<file path="config.mk">
export PLATFORM = sky130hd
export DESIGN_NAME = imem_fetch_ctrl_flat
export DESIGN_NICKNAME = d
export VERILOG_FILES = /design/src/rtl/imem_fetch_pkg.sv /design/src/rtl/imem_fetch_if.sv /design/src/rtl/imem_fetch_ctrl_fifo.sv /design/src/rtl/imem_fetch_ctrl.sv /design/src/flat_wrapper.sv
export SDC_FILE = /design/constraint.sdc
export NUM_CORES = 1
export LEC_CHECK = 0
export ABC_CLOCK_PERIOD_IN_PS = 3600
export CORE_MARGIN = 10
export CORE_UTILIZATION = 51
export CTS_CLUSTER_DIAMETER = 150
export DETAILED_ROUTE_END_ITERATION = 6
export GPL_TIMING_DRIVEN = 0
export PLACE_DENSITY_LB_ADDON = 0.2
export SETUP_SLACK_MARGIN = 0.4
export SYNTH_ARGS = -nofsm -noshare
export SYNTH_HDL_FRONTEND = slang
export SYNTH_SLANG_ARGS = --single-unit
</file>
<file path="constraint.sdc">
create_clock -name clk -period 3.6 [get_ports clk]
set_input_delay 0.72 -clock clk [delete_from_list [all_inputs] [get_ports clk]]
set_output_delay 0.72 -clock clk [all_outputs]
set_load 0.02 [all_outputs]
</file>
<file path="src/rtl/imem_fetch_pkg.sv">
// Shared types for the instruction fetch controller: FSM states, reset PC
// and the {pc, instr} entry carried through the prefetch buffer.
package imem_fetch_pkg;

  localparam int unsigned FETCH_W = 32;
  localparam logic [FETCH_W-1:0] RESET_PC_DEF = 32'h0000_0000;

  typedef enum logic [0:0] {
    IDLE = 1'b0,
    RUN  = 1'b1
  } fetch_state_t;

  typedef struct packed {
    logic [FETCH_W-1:0] pc;
    logic [FETCH_W-1:0] instr;
  } fetch_entry_t;

endpackage

</file>
<file path="src/rtl/imem_fetch_if.sv">
// ROM, redirect and decode-handshake signals of the fetch controller.
interface imem_fetch_if #(
  parameter int unsigned WIDTH = 32
);

  logic [WIDTH-1:0] imem_addr;
  logic [WIDTH-1:0] imem_rd;
  logic             redirect_valid;
  logic [WIDTH-1:0] redirect_pc;
  logic             out_valid;
  logic             out_ready;
  logic [WIDTH-1:0] out_instr;
  logic [WIDTH-1:0] out_pc;
  logic             align_err;

  modport master (
    output imem_addr,
    input  imem_rd,
    input  redirect_valid,
    input  redirect_pc,
    output out_valid,
    input  out_ready,
    output out_instr,
    output out_pc,
    output align_err
  );

  modport slave (
    input  imem_addr,
    output imem_rd,
    output redirect_valid,
    output redirect_pc,
    input  out_valid,
    output out_ready,
    input  out_instr,
    input  out_pc,
    input  align_err
  );

endinterface

</file>
<file path="src/rtl/imem_fetch_ctrl_fifo.sv">
// Prefetch buffer: DEPTH-entry synchronous FIFO of fetch entries with a
// combinational head; flush wins over push and pop.
module fetch_fifo
  import imem_fetch_pkg::*;
#(
  parameter int unsigned DEPTH = 2
) (
  input  logic                   clk,
  input  logic                   rst_n,
  input  logic                   flush,
  input  logic                   push,
  input  logic                   pop,
  input  fetch_entry_t           push_data,
  output fetch_entry_t           head,
  output logic [$clog2(DEPTH):0] count
);

  localparam int unsigned PTR_W = $clog2(DEPTH);
  localparam int unsigned CNT_W = PTR_W + 1;

  fetch_entry_t     mem_r [DEPTH];
  logic [PTR_W-1:0] wr_ptr_r;
  logic [PTR_W-1:0] rd_ptr_r;
  logic [CNT_W-1:0] count_r;

  // Entry storage; writes are dropped during a flush.
  always_ff @(posedge clk or negedge rst_n) begin
    if (!rst_n) begin
      for (int i = 0; i < DEPTH; i++) begin
        mem_r[i] <= '0;
      end
    end else if (push && !flush) begin
      mem_r[wr_ptr_r] <= push_data;
    end
  end

  // Pointers wrap naturally because DEPTH is a power of two.
  always_ff @(posedge clk or negedge rst_n) begin
    if (!rst_n) begin
      wr_ptr_r <= '0;
      rd_ptr_r <= '0;
      count_r  <= '0;
    end else if (flush) begin
      wr_ptr_r <= '0;
      rd_ptr_r <= '0;
      count_r  <= '0;
    end else begin
      if (push) begin
        wr_ptr_r <= wr_ptr_r + PTR_W'(1'b1);
      end
      if (pop) begin
        rd_ptr_r <= rd_ptr_r + PTR_W'(1'b1);
      end
      case ({push, pop})
        2'b10:   count_r <= count_r + CNT_W'(1'b1);
        2'b01:   count_r <= count_r - CNT_W'(1'b1);
        default: count_r <= count_r;
      endcase
    end
  end

  assign head  = mem_r[rd_ptr_r];
  assign count = count_r;

endmodule

</file>
<file path="src/rtl/imem_fetch_ctrl.sv">
// Instruction fetch controller: owns the fetch PC, reads the combinational
// ROM into the prefetch buffer and presents {pc, instr} to decode.
module imem_fetch_ctrl
  import imem_fetch_pkg::*;
#(
  parameter int unsigned      WIDTH    = FETCH_W,
  parameter int unsigned      DEPTH    = 2,
  parameter logic [WIDTH-1:0] RESET_PC = RESET_PC_DEF
) (
  input  logic        clk,
  input  logic        rst_n,
  input  logic        run,
  imem_fetch_if.master bus
);

  localparam int unsigned      CNT_W   = $clog2(DEPTH) + 1;
  localparam logic [CNT_W-1:0] DEPTH_C = CNT_W'(DEPTH);

  fetch_state_t     state_r;
  fetch_state_t     state_next_s;
  logic [WIDTH-1:0] fetch_pc_r;
  logic             align_r;
  fetch_entry_t     last_r;
  fetch_entry_t     head_s;
  fetch_entry_t     push_data_s;
  logic [CNT_W-1:0] count_s;
  logic             out_valid_s;
  logic             pop_s;
  logic             fire_s;

  // FSM state register.
  always_ff @(posedge clk or negedge rst_n) begin
    if (!rst_n) begin
      state_r <= IDLE;
    end else begin
      state_r <= state_next_s;
    end
  end

  // FSM next-state logic.
  always_comb begin
    state_next_s = state_r;
    case (state_r)
      IDLE: begin
        if (run) state_next_s = RUN;
        else     state_next_s = IDLE;
      end
      RUN: begin
        if (!run) state_next_s = IDLE;
        else      state_next_s = RUN;
      end
      default: state_next_s = IDLE;
    endcase
  end

  // Fetch is gated by the state being entered, so the first word is
  // captured on the very edge that leaves IDLE.
  assign out_valid_s = (count_s != '0);
  assign pop_s       = out_valid_s & bus.out_ready & ~bus.redirect_valid;
  assign fire_s      = (state_next_s == RUN) & ~bus.redirect_valid
                       & ((count_s < DEPTH_C) | pop_s);
  assign push_data_s = '{pc: fetch_pc_r, instr: bus.imem_rd};

  fetch_fifo #(
    .DEPTH (DEPTH)
  ) u_fifo (
    .clk       (clk),
    .rst_n     (rst_n),
    .flush     (bus.redirect_valid),
    .push      (fire_s),
    .pop       (pop_s),
    .push_data (push_data_s),
    .head      (head_s),
    .count     (count_s)
  );

  // Fetch PC: redirect target (word aligned) beats sequential advance.
  always_ff @(posedge clk or negedge rst_n) begin
    if (!rst_n) begin
      fetch_pc_r <= RESET_PC;
    end else if (bus.redirect_valid) begin
      fetch_pc_r <= {bus.redirect_pc[WIDTH-1:2], 2'b00};
    end else if (fire_s) begin
      fetch_pc_r <= fetch_pc_r + WIDTH'(32'd4);
    end
  end

  // Sticky misaligned-redirect flag and last presented head.
  always_ff @(posedge clk or negedge rst_n) begin
    if (!rst_n) begin
      align_r <= 1'b0;
      last_r  <= '0;
    end else begin
      if (bus.redirect_valid && (bus.redirect_pc[1:0] != 2'b00)) begin
        align_r <= 1'b1;
      end
      if (out_valid_s) begin
        last_r <= head_s;
      end
    end
  end

  // Decode-side outputs hold the last head while the buffer is empty.
  always_comb begin
    bus.out_valid = out_valid_s;
    if (out_valid_s) begin
      bus.out_pc    = head_s.pc;
      bus.out_instr = head_s.instr;
    end else begin
      bus.out_pc    = last_r.pc;
      bus.out_instr = last_r.instr;
    end
  end

  assign bus.imem_addr = {2'b00, fetch_pc_r[WIDTH-1:2]};
  assign bus.align_err = align_r;

endmodule

</file>
<file path="src/flat_wrapper.sv">
// flat-port wrapper written by rule: the top's interface ports become plain ports
module imem_fetch_ctrl_flat import imem_fetch_pkg::*;
#(
  parameter int unsigned      WIDTH    = FETCH_W,
  parameter int unsigned      DEPTH    = 2,
  parameter logic [WIDTH-1:0] RESET_PC = RESET_PC_DEF
)
  (clk, rst_n, run, bus_imem_addr, bus_imem_rd, bus_redirect_valid, bus_redirect_pc, bus_out_valid, bus_out_ready, bus_out_instr, bus_out_pc, bus_align_err);
  imem_fetch_if #(.WIDTH(WIDTH)) bus_i ();
  input  logic clk;
  input  logic rst_n;
  input  logic run;
  output wire logic [$bits(bus_i.imem_addr)-1:0] bus_imem_addr;
  input wire logic [$bits(bus_i.imem_rd)-1:0] bus_imem_rd;
  input wire logic [$bits(bus_i.redirect_valid)-1:0] bus_redirect_valid;
  input wire logic [$bits(bus_i.redirect_pc)-1:0] bus_redirect_pc;
  output wire logic [$bits(bus_i.out_valid)-1:0] bus_out_valid;
  input wire logic [$bits(bus_i.out_ready)-1:0] bus_out_ready;
  output wire logic [$bits(bus_i.out_instr)-1:0] bus_out_instr;
  output wire logic [$bits(bus_i.out_pc)-1:0] bus_out_pc;
  output wire logic [$bits(bus_i.align_err)-1:0] bus_align_err;
  assign bus_imem_addr = bus_i.imem_addr;
  assign bus_i.imem_rd = bus_imem_rd;
  assign bus_i.redirect_valid = bus_redirect_valid;
  assign bus_i.redirect_pc = bus_redirect_pc;
  assign bus_out_valid = bus_i.out_valid;
  assign bus_i.out_ready = bus_out_ready;
  assign bus_out_instr = bus_i.out_instr;
  assign bus_out_pc = bus_i.out_pc;
  assign bus_align_err = bus_i.align_err;
  imem_fetch_ctrl #(.WIDTH(WIDTH), .DEPTH(DEPTH), .RESET_PC(RESET_PC)) u_core (.clk(clk), .rst_n(rst_n), .run(run), .bus(bus_i));
endmodule
</file>
==> run metrics <==
Initial Utilization=52.20%; cts bufs inserted=24; Synth top area share=58.57%; Mapped Area=9442 um2; final max-slew violation count=0; Synth cell types=38; CTS H-Tree Depth=1; end of the critical path=bus_out_instr[3]; # fillers=1389; antenna-violating nets left=0; Seq cells post-synth=221; clock latency at the later pin of the worst-skew pair=0.51 ns; hpwl dp=15.97 mm; final hold violation count=0; Tmin final=3.071 ns; RSZ-0062 raised after global routing=false; final setup fails=0; Slew HR=42.77%; core area=18090 um2; Ports=167; Post-Layout Cell Count=1194; area of the die=24350 um2; final WL=23.06 mm; WL/cell=19.31 um; GRT Total Usage=19.01%; Peak supply drop=0.4363 mV; largest net degree at the start of global routing=113; max frequency=325.7 MHz; period utilization=85.30%; R2R Path Start=u_core.u_fifo.count[1]$_DFFE_PN0P_; met1 Use GR=24.72%; Clock Sinks=221; final layout net count=1018; first-pass GRT wire length=37.47 mm; Required @ worst endpoint=2.88 ns; Residual DRC=0; critical path launch point=u_core.u_fifo.count[0]$_DFFE_PN0P_; register area share after synthesis=58.57%; number of max-cap violations=0; Post-synth EDFFs=0; Vias per Instance=5.371; Slew @ Worst Pin=0.8584 ns; Layout Skew=0.01379 ns; CTS tree=built; Synth async-reset ratio=100.0%; Rows=49; Syn Area/Cell=12.47 um2; clock slew at reported path FFs=0.06 ns; initial antenna violation count=1; R2R Setup Slk=1.54 ns; met2 usage=30.89%; DP Area=11380 um2; Mapped Cells=757; CTS max path bufs=3; worst r2r dst=u_core.u_fifo.mem_r[17]$_DFFE_PN0P_; Die Ht=156.1 um; crit path launch type=register; outcome=completed; gpl congestion=0.7728; TritonRoute pass-1 iters=4; Max FO, Critical Path=10; clk root buf=clkbuf_16; chip width=156.1 um; WS Path Type=register to output pin; Synth Warn #=0; ant diodes=0; synth top area cells=dfrtp_1, mux2_2, mux2i_1, a21oi_1, nor2_1; placed cell count=1151; Hold Path Class=input port to asynchronous set/reset pin; Via Count=6413; GR Layer Usage met3=5.569%; fraction of layout cells with a size suffix above 1=22.38%; crit path DAT=2.35 ns; final instance area=12170 um2; Leakage=5.158 nW; Yosys top cell by area=dfrtp_1; Top FF cell, synth=dfrtp_1; Layout area overhead=28.86%; Cell Pwr Density=646.9 nW/um2; number of DRC markers in iteration 0=321; vias in the first global route=6881; GRT Max-Usage Layer=met2; total gr overflow=0; CTS Hold Bufs=0; crit end category=output pin; IO buf count=161; path depth of the worst reg2reg path=6
## final cells by class
cell class / instances / area [um2] / share of cell area [%]
Timing Repair Buffer: 162 / 1600 / 13.15
Clock inverter: 7 / 88.84 / 0.7302
Buffer: 49 / 269.0 / 2.211
Clock buffer: 36 / 686.9 / 5.646
Sequential cell: 221 / 5530 / 45.45
Inverter: 7 / 26.28 / 0.2160
Multi-Input combinational cell: 483 / 3679 / 30.23
Tap cell: 229 / 286.5 / 2.355
## placed cells by master, fill, tap and decap left out, drive strengths merged, types with 2 or more instances in the layout
master         Yosys  layout
nand2             44      44
a21oi             64      64
bufinv             0       2
buf               30      34
nand3             10      10
nand2b             3       3
mux2i             63      63
dlymetal6s2s       0       7
nor2              69      69
inv                7       8
dfrtp            221     221
clkdlybuf4s50      0     104
clkinv             0       4
clkbuf            19      53
nor4              12      12
dlygate4sd2        0      49
nor3               9       9
o21ai             31      31
and4               3       3
conb               1       4
xor2               8       8
and3               5       5
nand4              4       4
mux2             126     126
xnor2             23      23
## state kept, by name, summed over array words and instances, names as in the netlist
register	flops
u_core.fetch_pc_r	30
u_core.u_fifo.count	2
u_core.u_fifo.wr_ptr_r	1
u_core.bus.align_err	1
u_core.u_fifo.rd_ptr_r	1
u_core.u_fifo.mem_r	124
u_core.last_r	62
## what timing repair did
action	CTS	global route
hold endpoints to repair	0	0
resized for setup	73	16
buffers inserted	0	0
setup endpoints to repair	63	20
gates cloned	0	0
## power breakdown
part | internal, W | switching, W | leakage, nW
sequential | 0.00315 | 0.000324 | 2.62
clock | 0.00146 | 0.000952 | 0.382
combinational | 0.000939 | 0.00105 | 2.16
total | 0.00554 | 0.00233 | 5.16
## worst min path at each step
| stage | cells after the start | from | slack (ns) | to |
|---|---|---|---|---|
| 2_1_floorplan | 0 | rst_n | 0.42 | u_core.bus.align_err$_DFFE_PN0P_ |
| 3_3_place_gp | 1 | u_core.bus.align_err$_DFFE_PN0P_ | 0.45 | u_core.bus.align_err$_DFFE_PN0P_ |
| 3_5_place_dp | 1 | u_core.bus.align_err$_DFFE_PN0P_ | 0.46 | u_core.bus.align_err$_DFFE_PN0P_ |
| 4_1_cts | 1 | rst_n | 0.30 | u_core.u_fifo.mem_r[25]$_DFFE_PN0P_ |
| 5_1_grt | 1 | rst_n | 0.31 | u_core.u_fifo.mem_r[25]$_DFFE_PN0P_ |
| 6_report | 1 | rst_n | 0.23 | u_core.u_fifo.mem_r[25]$_DFFE_PN0P_ |
## worst max-delay path, stage by stage (launching register included)
cell           delay [ns]
dfrtp_1              0.40
inv_1                0.11
nand2_2              0.16
buf_4                0.25
clkbuf_2             0.23
a21oi_1              0.30
dlygate4sd2_1        0.38
## routing by layer
metal  part of all wire [%]  vias up  wire length, um
li1                       -     3014                -
met1                     43     3218             9972
met2                     48      145            11070
met3                    7.0       34             1615
met4                    1.7        2              392
met5                  0.039        -                9
## logic make-up (layout without fill, tap and decap cells)
group           Yosys count  in the layout  share of synthesized area (%)
simple gates            161            161                          8.707
flops                   221            221                          58.57
compound gates           97             97                          5.195
other cells               1              4                        0.03972
fa+ha+maj                 1              1                         0.1325
buf+inv                  56            261                          2.770
xor+xnor                 31             31                          2.876
mux                     189            189                          21.71
## per-stage QoR
step / hold WS, ns / worst slack [ns] / utilization, % / setup TNS (ns) / power [W]
2_1_floorplan: 0.4244 / 1.260 / - / 0 / 0.004671
3_3_place_gp: 0.4540 / -7.442 / 62.76 / -1640.23 / 0.005575
3_5_place_dp: 0.4569 / 0.1477 / 62.94 / 0 / 0.005641
4_1_cts: 0.2969 / 0.3127 / 67.13 / 0 / 0.007952
5_1_grt: 0.3119 / 0.4189 / 67.27 / 0 / 0.008290
6_report: 0.2293 / 0.5293 / 67.27 / 0 / 0.007871
## synth_stat cells, types with 7 or more instances
| master | instances |
|---|---|
| nor2_1 | 69 |
| xnor2_1 | 23 |
| nand3_1 | 9 |
| nor3_1 | 8 |
| mux2_1 | 7 |
| dfrtp_1 | 221 |
| nand2_1 | 43 |
| mux2i_1 | 63 |
| o21ai_1 | 13 |
| clkbuf_1 | 19 |
| mux2_2 | 119 |
| a21oi_1 | 64 |
| buf_2 | 14 |
| o21ai_0 | 18 |
| nor4_2 | 9 |
| xor2_1 | 8 |
| inv_1 | 7 |
| buf_1 | 9 |
(Power assumes the default switching activity.)
